`src/rtl/display_pkg.sv`:
```
// display_pkg: shared types and segment patterns for the display multiplexer.
// Patterns are active-low, bit order {g,f,e,d,c,b,a}.
package display_pkg;

    typedef logic [6:0] seg7_t;

    localparam seg7_t SEG_0     = 7'b1000000;
    localparam seg7_t SEG_1     = 7'b1111001;
    localparam seg7_t SEG_2     = 7'b0100100;
    localparam seg7_t SEG_3     = 7'b0110000;
    localparam seg7_t SEG_4     = 7'b0011001;
    localparam seg7_t SEG_5     = 7'b0010010;
    localparam seg7_t SEG_6     = 7'b0000010;
    localparam seg7_t SEG_7     = 7'b1111000;
    localparam seg7_t SEG_8     = 7'b0000000;
    localparam seg7_t SEG_9     = 7'b0010000;
    localparam seg7_t SEG_A     = 7'b0001000;
    localparam seg7_t SEG_B     = 7'b0000011;
    localparam seg7_t SEG_C     = 7'b1000110;
    localparam seg7_t SEG_D     = 7'b0100001;
    localparam seg7_t SEG_E     = 7'b0000110;
    localparam seg7_t SEG_F     = 7'b0001110;
    localparam seg7_t SEG_BLANK = 7'b1111111;

    // Convert an active-low pattern to the requested output polarity.
    function automatic seg7_t seg_polarity(input seg7_t pat_n, input logic active_low);
        return active_low ? pat_n : ~pat_n;
    endfunction

endpackage

```
`src/rtl/seg7_decode.sv`:
```
// seg7_decode: nibble to active-low 7-segment pattern.
// Hex letters A..F exist only when DISPLAY_MUX_HEX_EN is defined; otherwise
// nibbles 10..15 are blank and the letter decode is not built.
module seg7_decode
    import display_pkg::*;
(
    input  logic [3:0] i_nibble,
    input  logic       i_hex_en,
    input  logic       i_blank,
    output seg7_t      o_seg_n
);

    seg7_t w_pat;

`ifndef DISPLAY_MUX_HEX_EN
    logic w_unused_hex_en;
    assign w_unused_hex_en = i_hex_en;
`endif

    // Pattern lookup; anything not decoded falls back to blank.
    always_comb begin
        w_pat = SEG_BLANK;
        case (i_nibble)
            4'h0:    w_pat = SEG_0;
            4'h1:    w_pat = SEG_1;
            4'h2:    w_pat = SEG_2;
            4'h3:    w_pat = SEG_3;
            4'h4:    w_pat = SEG_4;
            4'h5:    w_pat = SEG_5;
            4'h6:    w_pat = SEG_6;
            4'h7:    w_pat = SEG_7;
            4'h8:    w_pat = SEG_8;
            4'h9:    w_pat = SEG_9;
`ifdef DISPLAY_MUX_HEX_EN
            4'hA:    w_pat = i_hex_en ? SEG_A : SEG_BLANK;
            4'hB:    w_pat = i_hex_en ? SEG_B : SEG_BLANK;
            4'hC:    w_pat = i_hex_en ? SEG_C : SEG_BLANK;
            4'hD:    w_pat = i_hex_en ? SEG_D : SEG_BLANK;
            4'hE:    w_pat = i_hex_en ? SEG_E : SEG_BLANK;
            4'hF:    w_pat = i_hex_en ? SEG_F : SEG_BLANK;
`endif
            default: w_pat = SEG_BLANK;
        endcase
    end

    assign o_seg_n = i_blank ? SEG_BLANK : w_pat;

endmodule

```
`src/rtl/display_mux.sv`:
```
// display_mux: time-multiplexed 7-segment driver with frame-synchronous
// data update and optional leading-zero blanking.
// Build option: DISPLAY_MUX_HEX_EN enables A..F letter decode.
module display_mux
    import display_pkg::*;
#(
    parameter int NUM_DIGITS = 4,
    parameter int SCAN_DIV   = 50000,
    parameter int ACTIVE_LOW = 1,
    parameter int LZB        = 1
) (
    input  logic                    clk,
    input  logic                    rst_n,
    input  logic [4*NUM_DIGITS-1:0] digits,
    input  logic [NUM_DIGITS-1:0]   dp,
    input  logic                    load,
    input  logic                    displayActive,
    output logic [6:0]              seg,
    output logic                    segDp,
    output logic [NUM_DIGITS-1:0]   anode,
    output logic                    frameDone
);

    localparam int IW = (NUM_DIGITS > 2) ? $clog2(NUM_DIGITS) : 1;
    localparam int PW = (SCAN_DIV > 2) ? $clog2(SCAN_DIV) : 1;
    localparam int DW = 4 * NUM_DIGITS;

    localparam logic [PW-1:0] PRESC_LAST = PW'(SCAN_DIV - 1);
    localparam logic [IW-1:0] IDX_LAST   = IW'(NUM_DIGITS - 1);
    localparam logic          POL_LOW    = (ACTIVE_LOW != 0) ? 1'b1 : 1'b0;
    localparam logic          LZB_EN     = (LZB != 0) ? 1'b1 : 1'b0;

`ifdef DISPLAY_MUX_HEX_EN
    localparam logic          HEX_EN     = 1'b1;
`else
    localparam logic          HEX_EN     = 1'b0;
`endif

    // "Off" levels for each output under the selected polarity.
    localparam logic [6:0]            SEG_OFF = POL_LOW ? 7'h7F : 7'h00;
    localparam logic                  DP_OFF  = POL_LOW;
    localparam logic [NUM_DIGITS-1:0] AN_OFF  = POL_LOW ? {NUM_DIGITS{1'b1}} : {NUM_DIGITS{1'b0}};

    logic [PW-1:0]         r_presc;
    logic [IW-1:0]         r_idx;
    logic                  r_frame_done;
    logic [DW-1:0]         r_pend_digits;
    logic [NUM_DIGITS-1:0] r_pend_dp;
    logic                  r_pend_valid;
    logic [DW-1:0]         r_act_digits;
    logic [NUM_DIGITS-1:0] r_act_dp;
    logic [6:0]            r_seg;
    logic                  r_seg_dp;
    logic [NUM_DIGITS-1:0] r_anode;

    logic                  w_tick;
    logic                  w_wrap;
    logic [3:0]            w_nib;
    logic                  w_dp_sel;
    logic [NUM_DIGITS-1:0] w_onehot;
    logic [NUM_DIGITS-1:0] w_lz;
    logic                  w_lz_run;
    logic                  w_lz_sel;
    logic                  w_blank;
    seg7_t                 w_seg_n;

    assign w_tick = (r_presc == PRESC_LAST);
    assign w_wrap = w_tick && (r_idx == IDX_LAST);

    // Prescaler and digit index; the index steps once per scan period.
    always_ff @(posedge clk or negedge rst_n) begin
        if (!rst_n) begin
            r_presc      <= '0;
            r_idx        <= '0;
            r_frame_done <= 1'b0;
        end else begin
            r_frame_done <= w_wrap;
            if (w_tick) begin
                r_presc <= '0;
                r_idx   <= w_wrap ? '0 : r_idx + IW'(1);
            end else begin
                r_presc <= r_presc + PW'(1);
            end
        end
    end

    // Pending/active data path; the active copy changes only at a frame wrap,
    // and a load landing on the wrap bypasses the pending stage.
    always_ff @(posedge clk or negedge rst_n) begin
        if (!rst_n) begin
            r_pend_digits <= '0;
            r_pend_dp     <= '0;
            r_pend_valid  <= 1'b0;
            r_act_digits  <= '0;
            r_act_dp      <= '0;
        end else begin
            if (load) begin
                r_pend_digits <= digits;
                r_pend_dp     <= dp;
            end
            if (w_wrap) begin
                r_pend_valid <= 1'b0;
                if (load) begin
                    r_act_digits <= digits;
                    r_act_dp     <= dp;
                end else if (r_pend_valid) begin
                    r_act_digits <= r_pend_digits;
                    r_act_dp     <= r_pend_dp;
                end
            end else if (load) begin
                r_pend_valid <= 1'b1;
            end
        end
    end

    // Leading-zero map: bit i set when nibble i and all nibbles above it are 0.
    always_comb begin
        w_lz     = '0;
        w_lz_run = 1'b1;
        for (int i = NUM_DIGITS - 1; i >= 0; i--) begin
            w_lz_run = w_lz_run && (r_act_digits[4*i +: 4] == 4'h0);
            w_lz[i]  = w_lz_run;
        end
    end

    // Select the current digit's nibble, dp bit, anode bit and blank flag.
    always_comb begin
        w_nib    = 4'h0;
        w_dp_sel = 1'b0;
        w_onehot = '0;
        w_lz_sel = 1'b0;
        for (int i = 0; i < NUM_DIGITS; i++) begin
            if (r_idx == IW'(i)) begin
                w_nib       = r_act_digits[4*i +: 4];
                w_dp_sel    = r_act_dp[i];
                w_onehot[i] = 1'b1;
                if (i != 0) begin
                    w_lz_sel = w_lz[i];
                end
            end
        end
    end

    assign w_blank = LZB_EN && w_lz_sel;

    seg7_decode u_decode (
        .i_nibble (w_nib),
        .i_hex_en (HEX_EN),
        .i_blank  (w_blank),
        .o_seg_n  (w_seg_n)
    );

    // Registered outputs; everything dark while the display is disabled.
    always_ff @(posedge clk or negedge rst_n) begin
        if (!rst_n) begin
            r_seg    <= SEG_OFF;
            r_seg_dp <= DP_OFF;
            r_anode  <= AN_OFF;
        end else if (displayActive) begin
            r_seg    <= seg_polarity(w_seg_n, POL_LOW);
            r_seg_dp <= POL_LOW ? ~w_dp_sel : w_dp_sel;
            r_anode  <= POL_LOW ? ~w_onehot : w_onehot;
        end else begin
            r_seg    <= SEG_OFF;
            r_seg_dp <= DP_OFF;
            r_anode  <= AN_OFF;
        end
    end

    assign seg       = r_seg;
    assign segDp     = r_seg_dp;
    assign anode     = r_anode;
    assign frameDone = r_frame_done;

endmodule

```
`config.mk`:
```
export PLATFORM = sky130hd
export DESIGN_NAME = display_mux
export DESIGN_NICKNAME = d
export VERILOG_FILES = /design/src/rtl/display_pkg.sv /design/src/rtl/seg7_decode.sv /design/src/rtl/display_mux.sv
export SDC_FILE = /design/constraint.sdc
export NUM_CORES = 1
export LEC_CHECK = 0
export ABC_AREA = 1
export CELL_PAD_IN_SITES_DETAIL_PLACEMENT = 0
export CELL_PAD_IN_SITES_GLOBAL_PLACEMENT = 2
export CORE_ASPECT_RATIO = 1.2
export CORE_MARGIN = 2
export CORE_UTILIZATION = 30
export CTS_BUF_LIST = sky130_fd_sc_hd__clkbuf_8
export CTS_CLUSTER_DIAMETER = 30
export DETAILED_ROUTE_END_ITERATION = 6
export GPL_ROUTABILITY_DRIVEN = 0
export PLACE_DENSITY = 0.81
export SYNTH_ARGS = -nofsm -noshare
export SYNTH_HDL_FRONTEND = slang
export SYNTH_SLANG_ARGS = --single-unit
export TNS_END_PERCENT = 20
```
`constraint.sdc`:
```
create_clock -name clk -period 4 [get_ports clk]
set_clock_uncertainty 0.2 [all_clocks]
set_input_delay 0.4 -clock clk [delete_from_list [all_inputs] [get_ports clk]]
set_output_delay 0.4 -clock clk [all_outputs]
set_load 0.01 [all_outputs]
```
==> summary.txt <==
Finish
  • Final core utilization: a little under two fifths
  • Fin nets: slightly below 500
  • # diodes: 0
  • Share of cells above drive strength 1: a little over a tenth
  • Area growth from synthesis to layout: 20.1%
  • Fillers: approximately 1200

Worst setup path
  • CP Launch Type: register
  • Critical path endpoint category: register
  • Top Family by Delay on Critical Path: adder cells
  • CP peak stage delay: about 0.42 ns
  • Crit Path Max Fanout: 9
  • CP Cell Sequence: inv_1 > ha_1 > inv_2 > nor2_1 > nor2_1 > nand2_1 > nand2_1 > ha_1 > inv_1 > nand2_1 > nand2_1 > nand2_1 > nand2_1
  • Worst path bufs/invs: 3
  • Crit path arrival time: between 2 and 2.5 ns
  • WS Path Type: reg2reg
  • Critical Path Most Common Cell: nand2_1
  • Critical Path RT: 4.09 ns
  • Crit path max-delay cell type: dfrtp_1

Pwr
  • Net Sw Power: 0.319 mW
  • Part of the power in registers: between 50% and 60%
  • Int Power: around 1.1 mW
  • Clk pwr share: between 40% and 50%
  • Net Sw Frac: approximately 22%
  • Comb pwr share: under 10%
  • VDD IR max: 0.173 mV
  • Lkg Pwr: between 2 and 2.5 nW
  • Pwr Density: 345 nW/µm²

GRT
  • Vias in the first global route: ~2700
  • Remaining Overflow, GRT: 0
  • Largest net degree at the start of global routing: 40
  • Total Routing Usage GR: approximately 14%
  • First-pass GRT wire length: 13000 µm
  • Initial antenna violation count: 0

Timing
  • Slew @ Worst Pin: around 0.76 ns
  • RSZ-0062 raised after global routing: no
  • Setup TNS: 0 ns
  • Fin. Hold Viols: 0
  • Finish-stage setup viols: 0
  • Relative slew slack: between 40% and 50%
  • Final Max Tran Viols: 0
  • Final min period: 2.24 ns
  • Period Utilization, post-route: 56.0%
  • Final Worst Setup Slack: between 1.5 and 2 ns
  • Fmax: roughly 450 MHz

Clock network
  • Clock Path Buffers: 2
  • TritonCTS buffer count: 9
  • CTS Sinks: 72
  • Clock-pin slew on the worst setup and hold paths: approximately 0.070 ns
  • Worst-skew pair later-pin latency: approximately 0.35 ns
  • CTS Hold Bufs: 1
  • CTS tree: done
  • Post-cts sizing count: 0
  • H-tree depth: 3
  • Post-CTS setup buffer count: 0
  • Clk root buf: clkbuf_8

Routing
  • DR WL/cell: 12.3 µm
  • Number of DRC markers in iteration 0: between 70 and 80
  • DRT Pass-1 Iters: 4
  • Routed WL: roughly 7500 µm
  • Vias per Instance: around 4.4
  • Vias: 2663
  • DRT antenna net count: 0
  • Drt drc: 0

Worst hold path
  • Hold/Removal Path Class: reg2reg

Yosys
  • Mean Syn Cell Area: slightly above 8 µm²
  • Asr flop ratio synth: 100%
  • Yosys warning count: 0
  • Syn Inst Count: 415
  • Distinct cells, synth: 37
  • Most frequent cell after synthesis: nand2_1
  • Most frequent cells after synthesis: 173 x nand2_1, 60 x dfrtp_1, 35 x nand3_1, 31 x inv_1, 23 x nor2_1
  • Synthesized flop and latch total: slightly above 70
  • Post-Syn Area: ~3400 µm²
  • EDFF count, synth: 0
  • Leading area contributor after synthesis: dfrtp_1
  • Predominant post-synthesis flop cell: dfrtp_1
  • Sequential fraction of the synthesis area: a little over half
  • Top cell type's share of synthesized area: between 40% and 50%
  • Top area cells in the synthesized netlist: dfrtp_1 44%, nand2_1 19%, dfstp_2 9.2%
  • Net Count, Synth: about 450

Floorplan
  • Core Area: between 10000 and 15000 µm²
  • Die H: about 120 µm
  • Starting Density: 31.0%
  • Die ar.: about 12000 µm²
  • Die width: 102 µm
  • IO Count: 37
  • Site Rows: 42

Place
  • I/O Buffers: 36
  • DP Wirelength: between 5000 and 6000 µm
  • Post-place setup slack: between 1.5 and 2 ns

Job
  • # Max-Cap Violations: 0

Run status
  • Status: complete, no violations
==> worst paths after layout <==
kind / cells after the start / slack [ns] / endpoint / startpoint
setup reg to reg: 13 / 1.76 / seg[3] / r_idx[0]
max in group asynchronous: 3 / 2.15 / r_pend_digits[2] / rst_n
setup / recovery: 13 / 1.76 / seg[3] / r_idx[0]
min in group asynchronous: 2 / 0.46 / r_presc[6] / rst_n
hold / removal: 1 / 0.26 / r_presc[0] / r_presc[0]
hold reg to reg: 1 / 0.26 / r_presc[0] / r_presc[0]
==> cell type report <==
type / instances / area (µm²) / share of cell area [%]
flip-flops and latches: 72 / 1820 / 44.0
well taps: 154 / 193 / 4.67
repair buffers: 40 / 388 / 9.39
multi-input cells: 293 / 1390 / 33.7
clock buffers: 11 / 151 / 3.67
inverters: 37 / 140 / 3.39
clock inverters: 5 / 47.5 / 1.15
==> kinds of logic (layout without fill, tap and decap cells) <==
kind of cell	count (synthesis)	count (layout)	synth area share [%]
AOI/OAI and AO/OA	24	24	4.40
xor gates and xnor gates	7	7	1.78
adders and majority gates	6	6	2.18
buffers and inverters	50	93	6.66
DFF	72	72	52.8
and+or+nand+nor	256	256	32.1
==> metrics by stage <==
stage,total power [mW],cells,hold WS [ns],instance area (µm²)
6_report,1.42,612,0.261,4130
3_3_place_gp,0.853,595,0.246,3920
2_1_floorplan,0.799,415,-0.0956,3440
4_1_cts,1.45,612,0.265,4130
5_1_grt,1.49,612,0.286,4130
3_5_place_dp,0.854,595,0.255,3920
==> sequential cells by signal, summed over array words and instances, names as in the netlist <==
register / cells
r_act_digits: 16
r_pend_digits: 16
r_presc: 16
seg: 7
anode: 4
r_act_dp: 4
r_pend_dp: 4
r_idx: 2
frameDone: 1
r_pend_valid: 1
segDp: 1
==> cells in the final DEF (no fill, tap or decap), drive strengths merged, types with 7 or more instances in the layout <==
cell type and n:
nand2 176, clkbuf 11, nor2 27, dfrtp 60, nand3 37, a21oi 13, inv 37, dfstp 12
xor2 7, clkdlybuf4s50 35
==> worst register-to-register path: stages, from the launching register on <==
cell and delay [ns]:
dfrtp_1 0.42, inv_1 0.10, ha_1 0.36, inv_2 0.12, nor2_1 0.11, nor2_1 0.09
nand2_1 0.10, nand2_1 0.08, ha_1 0.32, inv_1 0.06, nand2_1 0.04, nand2_1 0.07
nand2_1 0.04, nand2_1 0.07
==> metal layers <==
layer  up-vias  wire [µm]  track usage (%)
met1      1237       3660             18.0
met3         9        256             3.34
met2        49       3530             21.1
met5         -          0                0
met4         0         99             5.57
li1       1368          -                -
==> power groups by stage <==
stage	Clock (mW)	Combinational (mW)	Sequential, mW
5_1_grt	0.634	0.0925	0.759
2_1_floorplan	0	0.0267	0.772
3_3_place_gp	0	0.0822	0.771
4_1_cts	0.608	0.0839	0.757
3_5_place_dp	0	0.0833	0.771
6_report	0.584	0.0812	0.757
Note: power is estimated with default switching activity, not from simulation.
